File: src/rtl/load_store_unit_if.sv
// Request/response handshake and data-memory bus of the load/store unit.
// master = execute stage + memory side, slave = load_store_unit.
interface load_store_unit_if;
  logic        req_valid;
  logic        req_ready;
  logic        req_we;
  logic [1:0]  req_size;
  logic        req_signed;
  logic [31:0] req_addr;
  logic [31:0] req_wdata;
  logic        rsp_valid;
  logic        rsp_ready;
  logic [31:0] rsp_rdata;
  logic        rsp_err;
  logic [31:0] Adr;
  logic [31:0] MWD;
  logic        MWR;
  logic        MOE;
  logic [31:0] MRD;

  modport master (
    output req_valid, req_we, req_size,
    output req_signed, req_addr, req_wdata,
    output rsp_ready, MRD,
    input  req_ready, rsp_valid, rsp_rdata,
    input  rsp_err, Adr, MWD, MWR, MOE
  );

  modport slave (
    input  req_valid, req_we, req_size,
    input  req_signed, req_addr, req_wdata,
    input  rsp_ready, MRD,
    output req_ready, rsp_valid, rsp_rdata,
    output rsp_err, Adr, MWD, MWR, MOE
  );
endinterface

File: src/rtl/load_store_unit.sv
// Multi-cycle load/store sequencer: byte/half/word access, RMW for sub-word
// stores. Ports: clk, rst (async high), bus (load_store_unit_if.slave).
// Optional macro LSU_ALIGN_CHECK_EN enables misalignment errors (rsp_err).
module load_store_unit (
  input logic              clk,
  input logic              rst,
  load_store_unit_if.slave bus
);

  typedef enum logic [1:0] {
    S_IDLE,
    S_READ,
    S_WRITE,
    S_RESP
  } state_t;

  state_t      r_state;
  state_t      w_next;
  logic        r_we_q;
  logic        r_signed_q;
  logic [1:0]  r_size_q;
  logic [31:0] r_addr_q;
  logic [31:0] r_wdata_q;
  logic [31:0] r_word_q;
  logic [31:0] r_rdata;

  logic        w_accept;
  logic        w_err;
  logic        w_ready;
  logic        w_valid;
  logic        w_moe;
  logic        w_mwr;
  logic [7:0]  w_byte;
  logic [15:0] w_half;
  logic [31:0] w_load;
  logic [31:0] w_merged;

  assign w_accept = bus.req_valid && w_ready;

`ifdef LSU_ALIGN_CHECK_EN
  logic r_err;
  // size 11 is treated as a word access
  assign w_err = (bus.req_size == 2'b01 && bus.req_addr[0]) ||
                 (bus.req_size[1] && bus.req_addr[1:0] != 2'b00);
  assign bus.rsp_err = r_err;
`else
  assign w_err = 1'b0;
  assign bus.rsp_err = 1'b0;
`endif

  // little-endian lane extraction from memory read data
  assign w_byte = bus.MRD[{r_addr_q[1:0], 3'b000} +: 8];
  assign w_half = bus.MRD[{r_addr_q[1], 4'b0000} +: 16];

  always_comb begin
    w_load = bus.MRD;
    unique case (1'b1)
      (r_size_q == 2'b00):
        w_load = {{24{r_signed_q & w_byte[7]}}, w_byte};
      (r_size_q == 2'b01):
        w_load = {{16{r_signed_q & w_half[15]}}, w_half};
      r_size_q[1]:
        w_load = bus.MRD;
    endcase
  end

  // merged word for the WRITE cycle
  always_comb begin
    w_merged = r_word_q;
    unique case (1'b1)
      (r_size_q == 2'b00):
        w_merged[{r_addr_q[1:0], 3'b000} +: 8] = r_wdata_q[7:0];
      (r_size_q == 2'b01):
        w_merged[{r_addr_q[1], 4'b0000} +: 16] = r_wdata_q[15:0];
      r_size_q[1]:
        w_merged = r_wdata_q;
    endcase
  end

  always_comb begin
    w_next  = r_state;
    w_ready = 1'b0;
    w_valid = 1'b0;
    w_moe   = 1'b0;
    w_mwr   = 1'b0;
    unique case (r_state)
      S_IDLE: begin
        w_ready = 1'b1;
        if (bus.req_valid) begin
          if (w_err)
            w_next = S_RESP;
          else if (bus.req_we && bus.req_size[1])
            w_next = S_WRITE;
          else
            w_next = S_READ;
        end
      end
      S_READ: begin
        w_moe  = 1'b1;
        w_next = r_we_q ? S_WRITE : S_RESP;
      end
      S_WRITE: begin
        w_mwr  = 1'b1;
        w_next = S_RESP;
      end
      S_RESP: begin
        w_valid = 1'b1;
        if (bus.rsp_ready)
          w_next = S_IDLE;
      end
      default: w_next = S_IDLE;
    endcase
  end

  always_ff @(posedge clk or posedge rst) begin
    if (rst) begin
      r_state    <= S_IDLE;
      r_we_q     <= 1'b0;
      r_signed_q <= 1'b0;
      r_size_q   <= 2'b00;
      r_addr_q   <= '0;
      r_wdata_q  <= '0;
      r_word_q   <= '0;
      r_rdata    <= '0;
`ifdef LSU_ALIGN_CHECK_EN
      r_err      <= 1'b0;
`endif
    end else begin
      r_state <= w_next;
      if (w_accept) begin
        r_we_q     <= bus.req_we;
        r_signed_q <= bus.req_signed;
        r_size_q   <= bus.req_size;
        r_addr_q   <= bus.req_addr;
        r_wdata_q  <= bus.req_wdata;
        r_rdata    <= '0;
`ifdef LSU_ALIGN_CHECK_EN
        r_err      <= w_err;
`endif
      end
      if (r_state == S_READ) begin
        r_word_q <= bus.MRD;
        if (!r_we_q)
          r_rdata <= w_load;
      end
    end
  end

  assign bus.req_ready = w_ready;
  assign bus.rsp_valid = w_valid;
  assign bus.rsp_rdata = r_rdata;
  assign bus.MOE       = w_moe;
  assign bus.MWR       = w_mwr;
  assign bus.Adr       = {2'b00, r_addr_q[31:2]};
  assign bus.MWD       = w_merged;

endmodule

File: src/flat_wrapper.sv
// flat-port wrapper written by rule: the top's interface ports become plain ports
module load_store_unit_flat 
  (clk, rst, bus_req_valid, bus_req_we, bus_req_size, bus_req_signed, bus_req_addr, bus_req_wdata, bus_rsp_ready, bus_MRD, bus_req_ready, bus_rsp_valid, bus_rsp_rdata, bus_rsp_err, bus_Adr, bus_MWD, bus_MWR, bus_MOE);
  load_store_unit_if bus_i ();
  input logic clk;
  input logic rst;
  input wire logic [$bits(bus_i.req_valid)-1:0] bus_req_valid;
  input wire logic [$bits(bus_i.req_we)-1:0] bus_req_we;
  input wire logic [$bits(bus_i.req_size)-1:0] bus_req_size;
  input wire logic [$bits(bus_i.req_signed)-1:0] bus_req_signed;
  input wire logic [$bits(bus_i.req_addr)-1:0] bus_req_addr;
  input wire logic [$bits(bus_i.req_wdata)-1:0] bus_req_wdata;
  input wire logic [$bits(bus_i.rsp_ready)-1:0] bus_rsp_ready;
  input wire logic [$bits(bus_i.MRD)-1:0] bus_MRD;
  output wire logic [$bits(bus_i.req_ready)-1:0] bus_req_ready;
  output wire logic [$bits(bus_i.rsp_valid)-1:0] bus_rsp_valid;
  output wire logic [$bits(bus_i.rsp_rdata)-1:0] bus_rsp_rdata;
  output wire logic [$bits(bus_i.rsp_err)-1:0] bus_rsp_err;
  output wire logic [$bits(bus_i.Adr)-1:0] bus_Adr;
  output wire logic [$bits(bus_i.MWD)-1:0] bus_MWD;
  output wire logic [$bits(bus_i.MWR)-1:0] bus_MWR;
  output wire logic [$bits(bus_i.MOE)-1:0] bus_MOE;
  assign bus_i.req_valid = bus_req_valid;
  assign bus_i.req_we = bus_req_we;
  assign bus_i.req_size = bus_req_size;
  assign bus_i.req_signed = bus_req_signed;
  assign bus_i.req_addr = bus_req_addr;
  assign bus_i.req_wdata = bus_req_wdata;
  assign bus_i.rsp_ready = bus_rsp_ready;
  assign bus_i.MRD = bus_MRD;
  assign bus_req_ready = bus_i.req_ready;
  assign bus_rsp_valid = bus_i.rsp_valid;
  assign bus_rsp_rdata = bus_i.rsp_rdata;
  assign bus_rsp_err = bus_i.rsp_err;
  assign bus_Adr = bus_i.Adr;
  assign bus_MWD = bus_i.MWD;
  assign bus_MWR = bus_i.MWR;
  assign bus_MOE = bus_i.MOE;
  load_store_unit u_core (.clk(clk), .rst(rst), .bus(bus_i));
endmodule
File: config.mk
export PLATFORM = sky130hd
export DESIGN_NAME = load_store_unit_flat
export DESIGN_NICKNAME = d
export VERILOG_FILES = /design/src/rtl/load_store_unit_if.sv /design/src/rtl/load_store_unit.sv /design/src/flat_wrapper.sv
export SDC_FILE = /design/constraint.sdc
export NUM_CORES = 1
export LEC_CHECK = 0
export BUFFER_PORTS_ARGS = -buffer_cell sky130_fd_sc_hd__buf_2
export CORE_ASPECT_RATIO = 1.75
export CORE_MARGIN = 2
export CORE_UTILIZATION = 48
export CTS_BUF_LIST = sky130_fd_sc_hd__clkbuf_2 sky130_fd_sc_hd__clkbuf_4 sky130_fd_sc_hd__clkbuf_8
export CTS_CLUSTER_SIZE = 30
export DETAILED_ROUTE_END_ITERATION = 12
export GPL_ROUTABILITY_DRIVEN = 0
export PLACE_DENSITY_LB_ADDON = 0.1
export SLEW_MARGIN = 20
export SYNTH_ARGS = -nofsm -noshare
export SYNTH_HDL_FRONTEND = slang
export SYNTH_SLANG_ARGS = --single-unit
File: constraint.sdc
create_clock -name clk -period 4 [get_ports clk]
set_clock_uncertainty 0.05 [all_clocks]
set_input_delay 0.6 -clock clk [delete_from_list [all_inputs] [get_ports clk]]
set_output_delay 0.6 -clock clk [all_outputs]
set_load 0.02 [all_outputs]
==> out/metrics.cfg <==
[synthesis]
avgSynthCellArea_sq_um=11.7
async_flop_share=1.00
synth_edf_count=0
yosysSeqAreaShare=0.494
synth-seq-cells=134
yosys_warnings=0
synth_top_flop_cell=dfrtp_1
synth_cell_types=45
postSynthCellCount=582
synth_area_sq_um=6790

[worst_setup_path]
path_delay_family=simple AND/OR/NAND/NOR gates
critPathLaunchType=register
worst_ep_required_time_ns=3.35
regToRegStartpoint=u_core.r_state[1]
criticalPathCategory=register to output pin
cp_max_fo=14
rr_endpoint=u_core.bus.rsp_rdata[0]
worstPathCellList=inv_1, ha_1, nor3b_1, nor3_1, o31ai_1, buf_2
crit_arrival_ns=2.76
rr_worst_depth=7
worstSetupPathDepth=6
ff2ff_setup_slack_ns=1.40
cp_slowest_cell=nor3_1
cp-end-kind=output pin
critPathMaxStageDelay_ns=0.73
path_buf_inv=2

[clock_network]
clkTransAtPathRegs_ns=0.09
cts.sinks=134
cts_setup_buffers=0
cts_resized=0
cts_tree=done
clock_latency_ns=0.43
clockBufferDepth=2
h-tree-depth=4
root_buffer=clkbuf_8
cts_buffers=17
postCtsHoldBufs=0

[timing]
min_period_ns=3.41
hold_violations=0
slew_violations=0
timing.final.crit_share=0.852
finalSetupViolations=0
setup_tns_ns=0
tightest_slew_ns=1.15
fmax_ghz=0.293
grt_setup_unrepaired=no
slew_headroom=0.224

[global_route]
top_usage_layer=met2
grt_pass1_wl_microns=28900
grtUsageMet2=0.417
grt_pass1_vias=5470
use_met3=0.0420
antenna_found_initial=1
track_usage=0.247
grt_overflow=0
grt_max_degree=95
met1_usage=0.292

[pwr]
cellLeakagePower_nw=3.77
p_total_mw=7.99
peakVddDrop_mv=0.468
power.density_nw_per_um2=983

[place]
portBuffers=201
hpwl_microns=13800

[floorplanning]
io_pins=205
fp.dieH_microns=161
die_x_microns=93.9
initial_core_util=0.491
rows=57
die-area_sq_um=15200
core_sq_um=13800

[job]
maxCapViolations=0

[drt]
drt-initial-drc-count=269
vias=5243
wl_per_cell_microns=19.9
antenna_left=0
vias_per_cell=5.63
dr.pass1.iters=5
wl_microns=18600
drc=0

[worst_hold_path]
hold_path.class=primary input to async pin

[finish]
area_delta_synth_final_pct=19.6
fillers=1240
final_net_count=854
drive_gt1_frac=0.495

[outcome]
status=finished, final reports clean

-- routing by layer --
metal / part of all wire / up-vias
met3: 0.052 / 38
li1: - / 2432
met4: 0.046 / 0
met1: 0.38 / 2579
met5: 0 / -
met2: 0.52 / 194
-- flip-flops by register name, indices dropped and copies added (netlist names) --
name,cells
u_core.r_addr_q,32
u_core.r_size_q,2
u_core.r_wdata_q,32
u_core.r_we_q,1
u_core.r_signed_q,1
u_core.bus.rsp_rdata,32
u_core.r_word_q,32
u_core.r_state,2
-- metrics by stage --
step,hold slack (ns),area [sq um],setup WS (ns),instances,util
after global placement,0.431,7700,1.15,898,0.557
final,0.212,8130,0.592,931,0.587
after detailed placement,0.436,7710,1.03,898,0.557
after global routing,0.248,8130,0.311,931,0.587
after floorplan,0.421,6800,1.17,584,-
after CTS,0.221,8110,0.558,930,0.586
-- cells in the final DEF, fill, tap and decap left out, types with 2 or more instances in the layout --
cell and n:
clkinv_4 3, mux2_2 108, conb_1 3, clkbuf_8 18
nand2b_1 5, inv_6 2, a221o_2 8, o21a_1 9
dfrtp_1 133, buf_2 201, a32oi_1 5, a31oi_1 25
and3b_1 3, nor3b_1 2, or2_2 2, bufinv_16 2
a221o_1 16, nor2b_1 4, ha_1 10, nand4_1 7
a21oi_1 41, nand2_1 18, nor3_1 4, clkinvlp_4 4
clkinv_2 2, o21ai_0 20, o31ai_1 9, inv_1 15
and2_1 9, mux2i_1 11, buf_4 11, o211ai_1 15
nand3_1 8
-- how the worst max path moves through the flow --
stage                        endpoint                from  slack [ns]
after global placement    bus_MWD[30]  u_core.r_size_q[1]        1.15
after detailed placement   bus_MWD[6]  u_core.r_addr_q[1]        1.03
after CTS                  bus_MWD[6]  u_core.r_addr_q[0]        0.56
final                      bus_MWD[6]  u_core.r_addr_q[0]        0.59
after floorplan            bus_MWD[0]  u_core.r_addr_q[1]        1.17
after global routing       bus_MWD[0]  u_core.r_addr_q[0]        0.31
-- cell type report --
class	instances	area (sq um)	area share
Clock inverter	13	148	0.0182
Timing Repair Buffer	213	1110	0.136
Antenna cell	1	2.50	0.000308
Inverter	17	67.6	0.00832
Tap cell	177	221	0.0273
Clock buffer	19	255	0.0314
Multi-Input combinational cell	357	2970	0.365
Sequential cell	134	3350	0.413
-- kinds of logic (layout without fill, tap and decap cells) --
kind of cell,after synthesis,in the layout,share of synthesized area
flip-flops,134,134,0.494
multiplexers,119,119,0.195
AND/OR/NAND/NOR,72,72,0.0632
buffers and inverters,93,262,0.0741
adder cells (fa/ha/maj),10,10,0.0184
other,1,4,0.000552
AO/OA/AOI/OAI,153,153,0.155
-- synth_stat cells (all sizes together), types with 7 or more instances --
cell type / n / share of area
a21oi: 41 / 0.030
a221o: 24 / 0.037
a31oi: 25 / 0.023
and2: 9 / 0.0083
buf: 46 / 0.048
clkbuf: 30 / 0.017
dfrtp: 134 / 0.49
ha: 10 / 0.018
inv: 16 / 0.0088
mux2: 108 / 0.18
mux2i: 11 / 0.016
nand2: 19 / 0.011
nand3: 8 / 0.0059
nand4: 7 / 0.0064
o211ai: 15 / 0.017
o21a: 9 / 0.0099
o21ai: 20 / 0.015
o31ai: 9 / 0.0099
-- worst register-to-register path, delay by kind of cell (launching register included) --
kind	cells	cell delay, ns
adder cells (fa/ha/maj)	1	0.16
buffers and inverters	3	0.84
flip-flops	1	0.42
AO/OA/AOI/OAI	1	0.13
AND/OR/NAND/NOR	2	0.91
-- power by group --
part / internal [mW] / switching, mW / total [mW] / leakage [nW]
logic: 1.80 / 2.41 / 4.21 / 1.98
registers: 2.06 / 0.582 / 2.64 / 1.59
clock network: 0.586 / 0.556 / 1.14 / 0.198
total: 4.44 / 3.55 / 7.99 / 3.77
Power figures use the tool's default switching activity.
